[src/rtl/vending_if.sv]
// Coin, selection and payout signals of the vending controller.
// master drives coins and selections; slave is the controller.
interface vending_if #(
    parameter int SEL_W    = 2,
    parameter int NPROD    = 3,
    parameter int CREDIT_W = 7
);
    logic                credit5;
    logic                credit10;
    logic                cancel;
    logic [SEL_W-1:0]    sel;
    logic [NPROD-1:0]    vend;
    logic                change5;
    logic                change10;
    logic                coin_reject;
    logic                deny;
    logic [CREDIT_W-1:0] credit;
    logic [1:0]          current_state;

    modport master (
        output credit5, credit10, cancel, sel,
        input  vend, change5, change10, coin_reject,
        input  deny, credit, current_state
    );

    modport slave (
        input  credit5, credit10, cancel, sel,
        output vend, change5, change10, coin_reject,
        output deny, credit, current_state
    );
endinterface

[src/rtl/vending_fsm.sv]
// Vending controller: collects 5/10 coins, vends priced products and
// pays change back greedily in 10s then 5s.
module vending_fsm #(
    parameter int                        NPROD      = 3,
    parameter int                        SEL_W      = 2,
    parameter int                        CREDIT_W   = 7,
    parameter int                        MAX_CREDIT = 95,
    parameter logic [NPROD*CREDIT_W-1:0] PRICES     = {7'd30, 7'd25, 7'd20}
) (
    input logic       clk,
    input logic       rst_n,
    vending_if.slave  bus
);
    typedef enum logic [1:0] {
        IDLE   = 2'd0,
        CREDIT = 2'd1,
        VEND   = 2'd2,
        CHANGE = 2'd3
    } state_t;

    localparam int W1 = CREDIT_W + 1;

    state_t              state;
    logic [CREDIT_W-1:0] credit_q;
    logic [SEL_W-1:0]    prod_q;
    logic                deny_q;
    logic                reject_q;

    logic [W1-1:0]       coin_v;
    logic [W1-1:0]       sum;
    logic [CREDIT_W-1:0] price;
    logic                coin_in;
    logic                sel_ok;
    logic                afford;
    logic                fits;
    logic [NPROD-1:0]    vend_d;

    always_comb begin
        coin_v = '0;
        if (bus.credit5)
            coin_v = coin_v + W1'(5);
        if (bus.credit10)
            coin_v = coin_v + W1'(10);
        coin_in = bus.credit5 | bus.credit10;
        // one extra bit so an overflowing sum is still seen as too large
        sum  = {1'b0, credit_q} + coin_v;
        fits = (sum <= W1'(MAX_CREDIT));
        price  = '0;
        sel_ok = 1'b0;
        for (int k = 1; k <= NPROD; k++) begin
            if (int'(bus.sel) == k) begin
                sel_ok = 1'b1;
                price  = PRICES[(k-1)*CREDIT_W +: CREDIT_W];
            end
        end
        afford = sel_ok && (credit_q >= price);
    end

    always_ff @(posedge clk) begin
        if (!rst_n) begin
            state    <= IDLE;
            credit_q <= '0;
            prod_q   <= '0;
            deny_q   <= 1'b0;
            reject_q <= 1'b0;
        end else begin
            deny_q   <= 1'b0;
            reject_q <= 1'b0;
            unique case (state)
                IDLE: begin
                    deny_q <= (bus.sel != '0);
                    if (coin_in) begin
                        credit_q <= coin_v[CREDIT_W-1:0];
                        state    <= CREDIT;
                    end
                end
                CREDIT: begin
                    if (bus.cancel) begin
                        reject_q <= coin_in;
                        state    <= CHANGE;
                    end else if (afford) begin
                        reject_q <= coin_in;
                        credit_q <= credit_q - price;
                        prod_q   <= bus.sel;
                        state    <= VEND;
                    end else begin
                        deny_q <= (bus.sel != '0);
                        if (coin_in) begin
                            if (fits)
                                credit_q <= sum[CREDIT_W-1:0];
                            else
                                reject_q <= 1'b1;
                        end
                    end
                end
                VEND: begin
                    reject_q <= coin_in;
                    state    <= (credit_q != '0) ? CHANGE : IDLE;
                end
                CHANGE: begin
                    reject_q <= coin_in;
                    if (credit_q >= CREDIT_W'(10))
                        credit_q <= credit_q - CREDIT_W'(10);
                    else if (credit_q >= CREDIT_W'(5))
                        credit_q <= credit_q - CREDIT_W'(5);
                    else
                        credit_q <= '0;
                    if (credit_q == CREDIT_W'(10) ||
                        credit_q <= CREDIT_W'(5))
                        state <= IDLE;
                end
                default: state <= IDLE;
            endcase
        end
    end

    always_comb begin
        vend_d = '0;
        for (int k = 1; k <= NPROD; k++) begin
            if (state == VEND && int'(prod_q) == k)
                vend_d[k-1] = 1'b1;
        end
    end

    assign bus.vend          = vend_d;
    assign bus.change10      = (state == CHANGE) &&
                               (credit_q >= CREDIT_W'(10));
    assign bus.change5       = (state == CHANGE) &&
                               (credit_q < CREDIT_W'(10)) &&
                               (credit_q != '0);
    assign bus.coin_reject   = reject_q;
    assign bus.deny          = deny_q;
    assign bus.credit        = credit_q;
    assign bus.current_state = state;
endmodule

[src/flat_wrapper.sv]
// flat-port wrapper written by rule: the top's interface ports become plain ports
module vending_fsm_flat 
#(
    parameter int                        NPROD      = 3,
    parameter int                        SEL_W      = 2,
    parameter int                        CREDIT_W   = 7,
    parameter int                        MAX_CREDIT = 95,
    parameter logic [NPROD*CREDIT_W-1:0] PRICES     = {7'd30, 7'd25, 7'd20}
)
  (clk, rst_n, bus_credit5, bus_credit10, bus_cancel, bus_sel, bus_vend, bus_change5, bus_change10, bus_coin_reject, bus_deny, bus_credit, bus_current_state);
  vending_if #(.SEL_W(SEL_W), .NPROD(NPROD), .CREDIT_W(CREDIT_W)) bus_i ();
  input logic clk;
  input logic rst_n;
  input wire logic [$bits(bus_i.credit5)-1:0] bus_credit5;
  input wire logic [$bits(bus_i.credit10)-1:0] bus_credit10;
  input wire logic [$bits(bus_i.cancel)-1:0] bus_cancel;
  input wire logic [$bits(bus_i.sel)-1:0] bus_sel;
  output wire logic [$bits(bus_i.vend)-1:0] bus_vend;
  output wire logic [$bits(bus_i.change5)-1:0] bus_change5;
  output wire logic [$bits(bus_i.change10)-1:0] bus_change10;
  output wire logic [$bits(bus_i.coin_reject)-1:0] bus_coin_reject;
  output wire logic [$bits(bus_i.deny)-1:0] bus_deny;
  output wire logic [$bits(bus_i.credit)-1:0] bus_credit;
  output wire logic [$bits(bus_i.current_state)-1:0] bus_current_state;
  assign bus_i.credit5 = bus_credit5;
  assign bus_i.credit10 = bus_credit10;
  assign bus_i.cancel = bus_cancel;
  assign bus_i.sel = bus_sel;
  assign bus_vend = bus_i.vend;
  assign bus_change5 = bus_i.change5;
  assign bus_change10 = bus_i.change10;
  assign bus_coin_reject = bus_i.coin_reject;
  assign bus_deny = bus_i.deny;
  assign bus_credit = bus_i.credit;
  assign bus_current_state = bus_i.current_state;
  vending_fsm #(.NPROD(NPROD), .SEL_W(SEL_W), .CREDIT_W(CREDIT_W), .MAX_CREDIT(MAX_CREDIT), .PRICES(PRICES)) u_core (.clk(clk), .rst_n(rst_n), .bus(bus_i));
endmodule
[config.mk]
export PLATFORM = sky130hd
export DESIGN_NAME = vending_fsm_flat
export DESIGN_NICKNAME = d
export VERILOG_FILES = /design/src/rtl/vending_if.sv /design/src/rtl/vending_fsm.sv /design/src/flat_wrapper.sv
export SDC_FILE = /design/constraint.sdc
export NUM_CORES = 1
export LEC_CHECK = 0
export CAP_MARGIN = 20
export CORE_MARGIN = 2
export CORE_UTILIZATION = 60
export CTS_CLUSTER_DIAMETER = 60
export DETAILED_ROUTE_END_ITERATION = 10
export PLACE_DENSITY = 0.92
export SLEW_MARGIN = 30
export SYNTH_ARGS = -nofsm -noshare
export SYNTH_HDL_FRONTEND = slang
export SYNTH_SLANG_ARGS = --single-unit
[constraint.sdc]
create_clock -name clk -period 6.1 [get_ports clk]
set_clock_uncertainty 0.05 [all_clocks]
set_input_delay 1.22 -clock clk [delete_from_list [all_inputs] [get_ports clk]]
set_output_delay 1.22 -clock clk [all_outputs]
set_load 0.02 [all_outputs]
==> results.md, run 1 <==
- Combinational Power Share: 0.703
- Netlist Area Pre-Place: 0.001765 mm^2
- Tot Pwr: ~850 uW
- Max FO, Critical Path: 12
- Share of the synthesized area in the top cell type: 0.1474
- Hpwl dp: 3.682 mm
- Fin. max-slew vios: 0
- Hold Path Class: reg2reg
- Post-CTS Setup Bufs: 0
- Crit path arrival time: roughly 2.6 ns
- Syn nets: ~250
- Ys Warns: 0
- Period utilisation layout: 0.6417
- Cell area after placement: 0.001961 mm^2
- Psw: between 400 and 500 uW
- Most numerous cell in the Yosys netlist: nor2_1
- Pre-CTS WS: just over 2 ns
- Core area: 0.002781 mm^2
- Final setup fails: 0
- Final antenna-violating net count: 0
- Worst Path Required: between 4 and 5 ns
- Max Root-Sink Buffers: 2
- CP bufs+invs: 4
- Critical path class: reg2out
- Pwr/cell area: about 430 mW/mm^2
- Largest net degree at the start of global routing: 18
- Grt ovf: 0
- Ys async rst share: 0
- Die extent in y: between 50 and 60 um
- Hold_buf cts: 0
- Top post-synthesis cells by area: dfxtp_1 15%, ha_1 11%, a21oi_1 5.4%, nor2_1 4.9%, nand2_1 3.2%
- Hold violation count in the final report: 0
- RSZ-0062 raised after global routing: no
- DR DRC count: 0
- DR iter-0 viols: roughly 150
- Max cap viols: 0
- Share of power burned in the clock network: 0.067
- IO Pins: 23
- Sequential power share: 0.230
- Starting density of the core: 0.6347
- Internal Power: just under 400 uW
- Most common library cells after synthesis: 23 x nor2_1, 19 x a21oi_1, 16 x ha_1
- Via count: between 1.5k and 2k
- M3 GR Usage: 0.04688
- Post-cts sizing count: 0
- H-tree Lvls: 1
- Clk Latency, worst-skew pair: 0.29 ns
- Initial antenna violation count: 0
- Vias per cell: between 6 and 7
- First-pass GRT wire length: slightly below 8 mm
- Fmax: 255.5 MHz
- Final Wtd Congestion: around 0.95
- Met1 Track Usage GR: 0.3964
- Overall Global Routing Usage: 0.2972
- Syn avg cell area: a little under 8 um^2
- Final wirelength: 4.736 mm
- EDFF count, synth: 0
- Router iterations before antenna repair: 5
- Syn Inst Count: 228
- Dominant synthesized flop cell: dfxtp_1
- Setup crit end kind: output port
- Worst setup SP type: flip-flop
- Clk slew on worst S/H paths: about 0.080 ns
- Setup_tns: 0 ns
- Slew @ Worst Pin: 0.7543 ns
- Yosys reg bits: 13
- Worst setup slack after layout: around 2.2 ns
- Net Sw Frac: 0.5359
- Busiest layer in global routing: met2
- Die area: 0.003392 mm^2
- Number of global-route vias before repair: 1,664
- CP max stage delay: around 0.66 ns
- Min cycle time layout: slightly below 4 ns
- Clk root buf: clkbuf_4
- Final instance area: between 0.0015 and 0.002 mm^2
- Rel. slew slack: 0.4965
- Placement Rows: 19
- Leak: between 0.0008 and 0.0009 uW
- Wirelength per Cell: about 17 um
- Cell taking the most area after synthesis: dfxtp_1
- ANT cells: 0
- Fraction of layout cells with a size suffix above 1: 0.09465
- Part of the Yosys area used for sequential elements: 0.1474
- Slowest cell on the critical path: dfxtp_1
- Area Overhead vs Synth: 12.54%
- Total Nets Final: roughly 270
- Input/output buffers: 22
- Status: complete, no violations
- Width of the die: between 50 and 60 um
- Max VDD drop: just under 0.0004 V
- Num Clock Sinks: 13
- Crit-path most repeated cell: inv_1
- CTS buffer count: 3
- Yosys cell types: 64
- Met2 Track Usage GR: 0.4854
- Largest delay share family, worst path: buffers and inverters
- Final Hold Slack: 0.4919 ns
- Crit path cell chain: inv_1 -> ha_1 -> inv_1 -> o21ai_2 -> a21o_2 -> inv_2 -> clkdlybuf4s50_1
- CTS tree: built
[final cells by class]
cell class,instances,area [um^2]
multi-input cells,191,1393
inverters,13,48.80
flip-flops and latches,13,260.3
repair buffers,22,220.2
clock buffers,4,26.28
well taps,31,38.79
fillers,219,794.5
[power by group through the flow]
stage	registers, uW	logic (uW)	clock network (uW)
5_1_grt	201	651	60.1
2_1_floorplan	172	455	0
6_report	194	595	56.9
4_1_cts	192	589	55.8
3_3_place_gp	191	569	0
3_5_place_dp	194	586	0
[registers in the layout, summed over array words and instances (netlist names)]
| name | cells |
|---|---|
| u_core.prod_q | 2 |
| u_core.bus.coin_reject | 1 |
| u_core.bus.current_state | 2 |
| u_core.bus.credit | 7 |
| u_core.bus.deny | 1 |
[per-layer routing]
metal  share of wire  vias up
li1                -      865
met1            0.40      848
met2            0.49       99
met3           0.096       16
met4           0.022        0
met5               0        -
[worst register-to-register path, delay by kind of cell, from the launching register on]
| family | cells | cell delay [ns] |
|---|---|---|
| and+or+nand+nor | 2 | 0.33 |
| AOI/OAI and AO/OA | 5 | 1.34 |
| DFF | 1 | 0.66 |
| buffers and inverters | 1 | 0.22 |
| adders and majority gates | 1 | 0.27 |
[path summary, 6_finish.rpt]
path                         from                    to  slack, ns  depth (start not counted)
max          u_core.bus.credit[1]          bus_change10       2.19                          7
min              u_core.prod_q[1]      u_core.prod_q[1]       0.49                          2
min reg2reg      u_core.prod_q[1]      u_core.prod_q[1]       0.49                          2
max reg2reg  u_core.bus.credit[1]  u_core.bus.credit[4]       3.11                          9
[stage by stage]
step                        util  std cells
after floorplan                -        228
after detailed placement  0.7049        270
after global placement    0.7049        270
final                     0.7144        274
after CTS                 0.7144        274
after global routing      0.7144        274
[layout by cell type (no fill, tap or decap), types with 4 or more instances in the layout]
cell type,n
nand2_1,15
inv_1,11
nand3_1,7
clkdlybuf4s50_1,22
a21o_1,4
nor2_1,23
dfxtp_1,13
nor3_1,10
a21oi_1,19
nor2b_1,8
o21ai_0,10
ha_1,16
[kinds of logic after synthesis]
logic type,synth area share
AO/OA/AOI/OAI,0.3218
XOR/XNOR,0.02977
adder cells (fa/ha/maj),0.1361
buffers and inverters,0.06378
flip-flops,0.1474
multiplexers,0.02977
AND/OR/NAND/NOR,0.2714
Power figures use the tool's default switching activity.
==> run 2: changes to the inputs <==
Settings changed: CORE_UTILIZATION 60 to 51, PLACE_DENSITY 0.92 to 0.84.
Clock period 6.1 ns to 3.5 ns, I/O delays scaled along.
==> run 2 against run 1 <==
Against the previous run:
- final cell count increased by 8.0%
- combinational power increased by 88%
- via count decreased by 0.82%
- count of clock-buffer cells in the layout unchanged
- first-iteration DRC count increased by 44%
- global-route usage decreased by 4.3 points
- clock power increased by 72%
- non-clock buffer count increased by 7
==> results.md, run 2 (synthesized netlist as in run 1, its figures left out) <==
- Status: complete, no violations
- Final Hold Slack: roughly 0.53 ns
- Wirelength per Cell: around 16 um
- ANT cells: 0
- H-tree Lvls: 1
- Fin cells: between 200 and 300
- Post-CTS Setup Bufs: 0
- Hold violation count in the final report: 0
- Most frequent cells in the layout: 23 x nor2_1, 22 x clkdlybuf4s50_1, 19 x a21oi_1
- Largest net degree at the start of global routing: 18
- Clk root buf: clkbuf_4
- Final wirelength: about 4.7 mm
- Min cycle time layout: 3.095 ns
- Starting density of the core: 0.5291
- Hold_buf cts: 0
- Max FO, Critical Path: 9
- IO Pins: 23
- Fraction of layout cells with a size suffix above 1: 0.1200
- Max VDD drop: between 0.0003 and 0.0004 V
- Fmax: 323.1 MHz
- Clk slew on worst S/H paths: approximately 0.090 ns
- Placement Rows: 21
- Initial antenna violation count: 0
- Max cap viols: 0
- Hpwl dp: approximately 3.7 mm
- Pwr/cell area: about 720 mW/mm^2
- Width of the die: roughly 63 um
- Total Nets Final: between 200 and 300
- Placed cell count: 292
- CTS tree: built
- Most common cell after layout, fill and taps aside: nor2_1
- Fin. max-slew vios: 0
- First-pass GRT wire length: 8.073 mm
- Num Clock Sinks: 13
- Post-cts sizing count: 0
- Rel. slew slack: 0.5591
- Input/output buffers: 22
- Core area: ~0.0033 mm^2
- DR iter-0 viols: ~220
- Worst setup SP type: input pin
- Critical path class: in2reg
- Router iterations before antenna repair: 4
- Final setup fails: 0
- Hold Path Class: reg2reg
- Slew @ Worst Pin: ~0.66 ns
- Final Wtd Congestion: 0.9105
- Number of global-route vias before repair: roughly 1.8k
- Vias per cell: 6.125
- Die extent in y: 62.84 um
- Via count: about 1.8k
- Crit path arrival time: ~3.2 ns
- Grt ovf: 0
- Clk Latency, worst-skew pair: ~0.28 ns
- Leak: around 0.00085 uW
- Period utilisation layout: 0.8842
- Area Overhead vs Synth: 16.58%
- CTS buffer count: 3
- Die area: roughly 0.0039 mm^2
- Setup crit end kind: flip-flop
- Worst Path Required: approximately 3.6 ns
- Max FFs per register: 7
- RSZ-0062 raised after global routing: no
- Final antenna-violating net count: 0
- Setup_tns: 0 ns
- Max Root-Sink Buffers: 2
- DR DRC count: 0
- Overall Global Routing Usage: 0.2543
-- run 2: changes by cell type in the layout (fill, tap and decap cells not counted), sizes merged --
| cell | before | now |
|---|---|---|
| buf | 0 | 7 |
-- run 2: worst max-delay path, cell delays in order --
cell	delay, ns
clkdlybuf4s50_1	0.46
ha_1	0.24
fa_1	0.44
a211oi_1	0.31
o211ai_1	0.15
nor3b_2	0.22
a22oi_4	0.27
nand2_4	0.11
o311a_1	0.14
a31o_1	0.18
-- run 2: metal layers --
layer / up-vias / share of wire / GRT usage
li1: 876 / - / -
met1: 856 / 0.43 / 0.3073
met2: 71 / 0.49 / 0.4543
met3: 10 / 0.057 / 0.03604
met4: 0 / 0.020 / 0.09444
met5: - / 0 / 0
-- run 2: final timing paths --
path / from / end / slack [ns] / cells past startpoint
min reg2reg: u_core.prod_q[0] / u_core.prod_q[0] / 0.53 / 2
max reg2reg: u_core.bus.credit[3] / u_core.bus.credit[6] / 0.68 / 8
max: bus_credit5 / u_core.bus.credit[5] / 0.41 / 10
min: u_core.prod_q[0] / u_core.prod_q[0] / 0.53 / 2
-- run 2: power by group --
group / leakage (uW) / switching [uW] / internal, uW / total (uW)
clock: 0.0000150 / 53.9 / 44.2 / 98.1
sequential: 0.000107 / 84.0 / 191 / 275
combinational: 0.000730 / 643 / 473 / 1120
total: 0.000852 / 781 / 708 / 1490
-- run 2: final cells by class --
| cell class | count | area [um^2] |
|---|---|---|
| Inverter | 13 | 48.80 |
| Sequential cell | 13 | 260.3 |
| Timing Repair Buffer | 29 | 272.8 |
| Tap cell | 46 | 57.56 |
| Clock buffer | 4 | 26.28 |
| Multi-Input combinational cell | 191 | 1393 |
| Fill cell | 326 | 1279 |
-- run 2: stage by stage --
step / utilization / setup slack [ns] / power (uW) / area (um^2)
floorplan: - / 0.6295 / 1093 / 1765
global placement: 0.6089 / 0.1572 / 1359 / 2032
detailed placement: 0.6089 / 0.1108 / 1381 / 2032
CTS: 0.6168 / 0.4072 / 1480 / 2058
global route: 0.6168 / 0.2545 / 1622 / 2058
finish: 0.6168 / 0.4053 / 1490 / 2058
==> run 3: changes to the inputs <==
Clock period 3.5 ns to 2.78 ns, I/O delays scaled along.
==> run 3 against run 2 <==
Against the previous run:
- core utilization increased by 10 points
- design area up 16%
- sequential share of layout area down 1.8 points
- worst setup slack worse by 0.34 ns
- global-route usage rose by 1.8 points
- sequential power up 17%
- flip-flop and latch count did not move
- largest cell class unchanged
- highest routed layer unchanged
==> results.md, run 3 (synthesized netlist as in run 1, its figures left out) <==
- Total Nets Final: slightly above 300
- Input/output buffers: 22
- Rel. slew slack: 0.6392
- Max VDD drop: between 0.0004 and 0.0005 V
- Final wirelength: between 5 and 6 mm
- Core area: around 0.0033 mm^2
- Overall Global Routing Usage: 0.2721
- Hold Startpoint: u_core.prod_q[0]
- Die area: 0.003948 mm^2
- Setup crit end kind: flip-flop
- Placement Rows: 21
- Cell area after placement: ~0.0023 mm^2
- H-tree Lvls: 1
- Fin. max-slew vios: 0
- Max FFs per register: 7
- Placed cell count: 324
- Reg2reg path depth: 11
- ANT cells: 0
- CTS buffer count: 3
- Clk slew on worst S/H paths: about 0.090 ns
- Final core occ: 0.7184
- Clk root buf: clkbuf_4
- Worst setup SP type: input pin
- Starting density of the core: 0.5291
- Initial antenna violation count: 0
- Final setup fails: 0
- Number of global-route vias before repair: 1,891
- Slew @ Worst Pin: 0.5404 ns
- Final Wtd Congestion: roughly 0.94
- DR iter-0 viols: 270
- DR DRC count: 0
- Router iterations before antenna repair: 5
- Most frequent cells in the layout: 42 x buf_4, 22 x nor2_1, 19 x clkdlybuf4s50_1
- Width of the die: around 63 um
- R2R Setup Slk: ~0.21 ns
- Worst hold path depth: 2
- Status: complete, no violations
- R2r startpoint: u_core.bus.credit[0]
- Num Clock Sinks: 13
- Largest net degree at the start of global routing: 12
- Final instance area: roughly 0.0024 mm^2
- Max cap viols: 0
- Hold EP: u_core.prod_q[0]
- Fraction of layout cells with a size suffix above 1: 0.2737
- Reg2reg end: u_core.bus.credit[6]
- Min cycle time layout: roughly 2.7 ns
- Via count: just over 2k
- RSZ-0062 raised after global routing: yes
- Period utilisation layout: 0.9758
- Pwr/cell area: about 920 mW/mm^2
- Clk Latency, worst-skew pair: about 0.30 ns
- Wirelength per Cell: approximately 17 um
- First-pass GRT wire length: roughly 8.7 mm
- Fmax: ~370 MHz
- Fin cells: 331
- CTS tree: built
- Hold violation count in the final report: 0
- Crit path arrival time: roughly 2.9 ns
- Grt ovf: 0
- Area Overhead vs Synth: 35.79%
- Leak: about 0.0011 uW
- Hpwl dp: 4.023 mm
- Max Root-Sink Buffers: 2
- IO Pins: 23
- Die extent in y: about 63 um
- Vias per cell: 6.215
- Tot Pwr: approximately 2200 uW
- Worst Path Required: about 3 ns
- Critical path class: in2reg
- Most common cell after layout, fill and taps aside: buf_4
- Hold Path Class: reg2reg
- Final antenna-violating net count: 0
- Max FO, Critical Path: 3
run 3: repair_timing:
action | CTS | global route
endpoints found under the setup margin | 6 | 10
endpoints found under the hold margin | 0 | 0
gates resized for setup | 7 | 11
setup buffers | 1 | 2
pin swaps | 4 | 9
hold buffers | 0 | 0
run 3: final cells by class:
type,count,area (um^2)
inverters,13,48.80
clock buffers,4,26.28
fillers,263,939.7
well taps,46,57.56
multi-input cells,191,1469
repair buffers,64,535.5
flip-flops and latches,13,260.3
run 3: stage by stage:
stage | setup WS (ns) | hold slack (ns) | setup TNS (ns)
after floorplan | 0.05346 | 0.4476 | 0
after global placement | -0.3524 | 0.4737 | -3.057
after detailed placement | -0.4241 | 0.5000 | -3.500
after CTS | 0.002677 | 0.5197 | 0
after global routing | -0.03784 | 0.5559 | -0.06791
final | 0.06736 | 0.5136 | 0
run 3: worst max path at each step:
stage / startpoint / endpoint / cells after the start
floorplan: bus_sel[0] / u_core.bus.credit[3] / 10
global placement: bus_sel[0] / u_core.bus.credit[6] / 11
detailed placement: bus_sel[0] / u_core.bus.credit[6] / 11
CTS: bus_sel[1] / u_core.bus.credit[6] / 12
global route: bus_credit10 / u_core.bus.credit[0] / 11
finish: bus_credit5 / u_core.bus.credit[0] / 12
run 3: worst max-delay path, cell delays in order:
cell and delay, ns:
clkdlybuf4s50_1 0.43, ha_2 0.20, fa_2 0.36, buf_4 0.16, nor4b_2 0.15, nand2_1 0.07, o22a_1 0.22, a22oi_4 0.12
buf_4 0.15, o21ai_2 0.14, nor2_1 0.08, a311oi_1 0.23
run 3: routing by layer:
| layer | track usage | vias to the layer above | part of all wire |
|---|---|---|---|
| met5 | 0 | - | 0 |
| met4 | 0.1194 | 0 | 0.025 |
| met3 | 0.01982 | 18 | 0.075 |
| met2 | 0.4530 | 110 | 0.49 |
| met1 | 0.3601 | 979 | 0.41 |
| li1 | - | 950 | - |
run 3: power breakdown:
| part | total [uW] | internal, uW | switching, uW |
|---|---|---|---|
| logic | 1750 | 796 | 951 |
| clock network | 129 | 56.0 | 73.4 |
| registers | 321 | 241 | 80.8 |
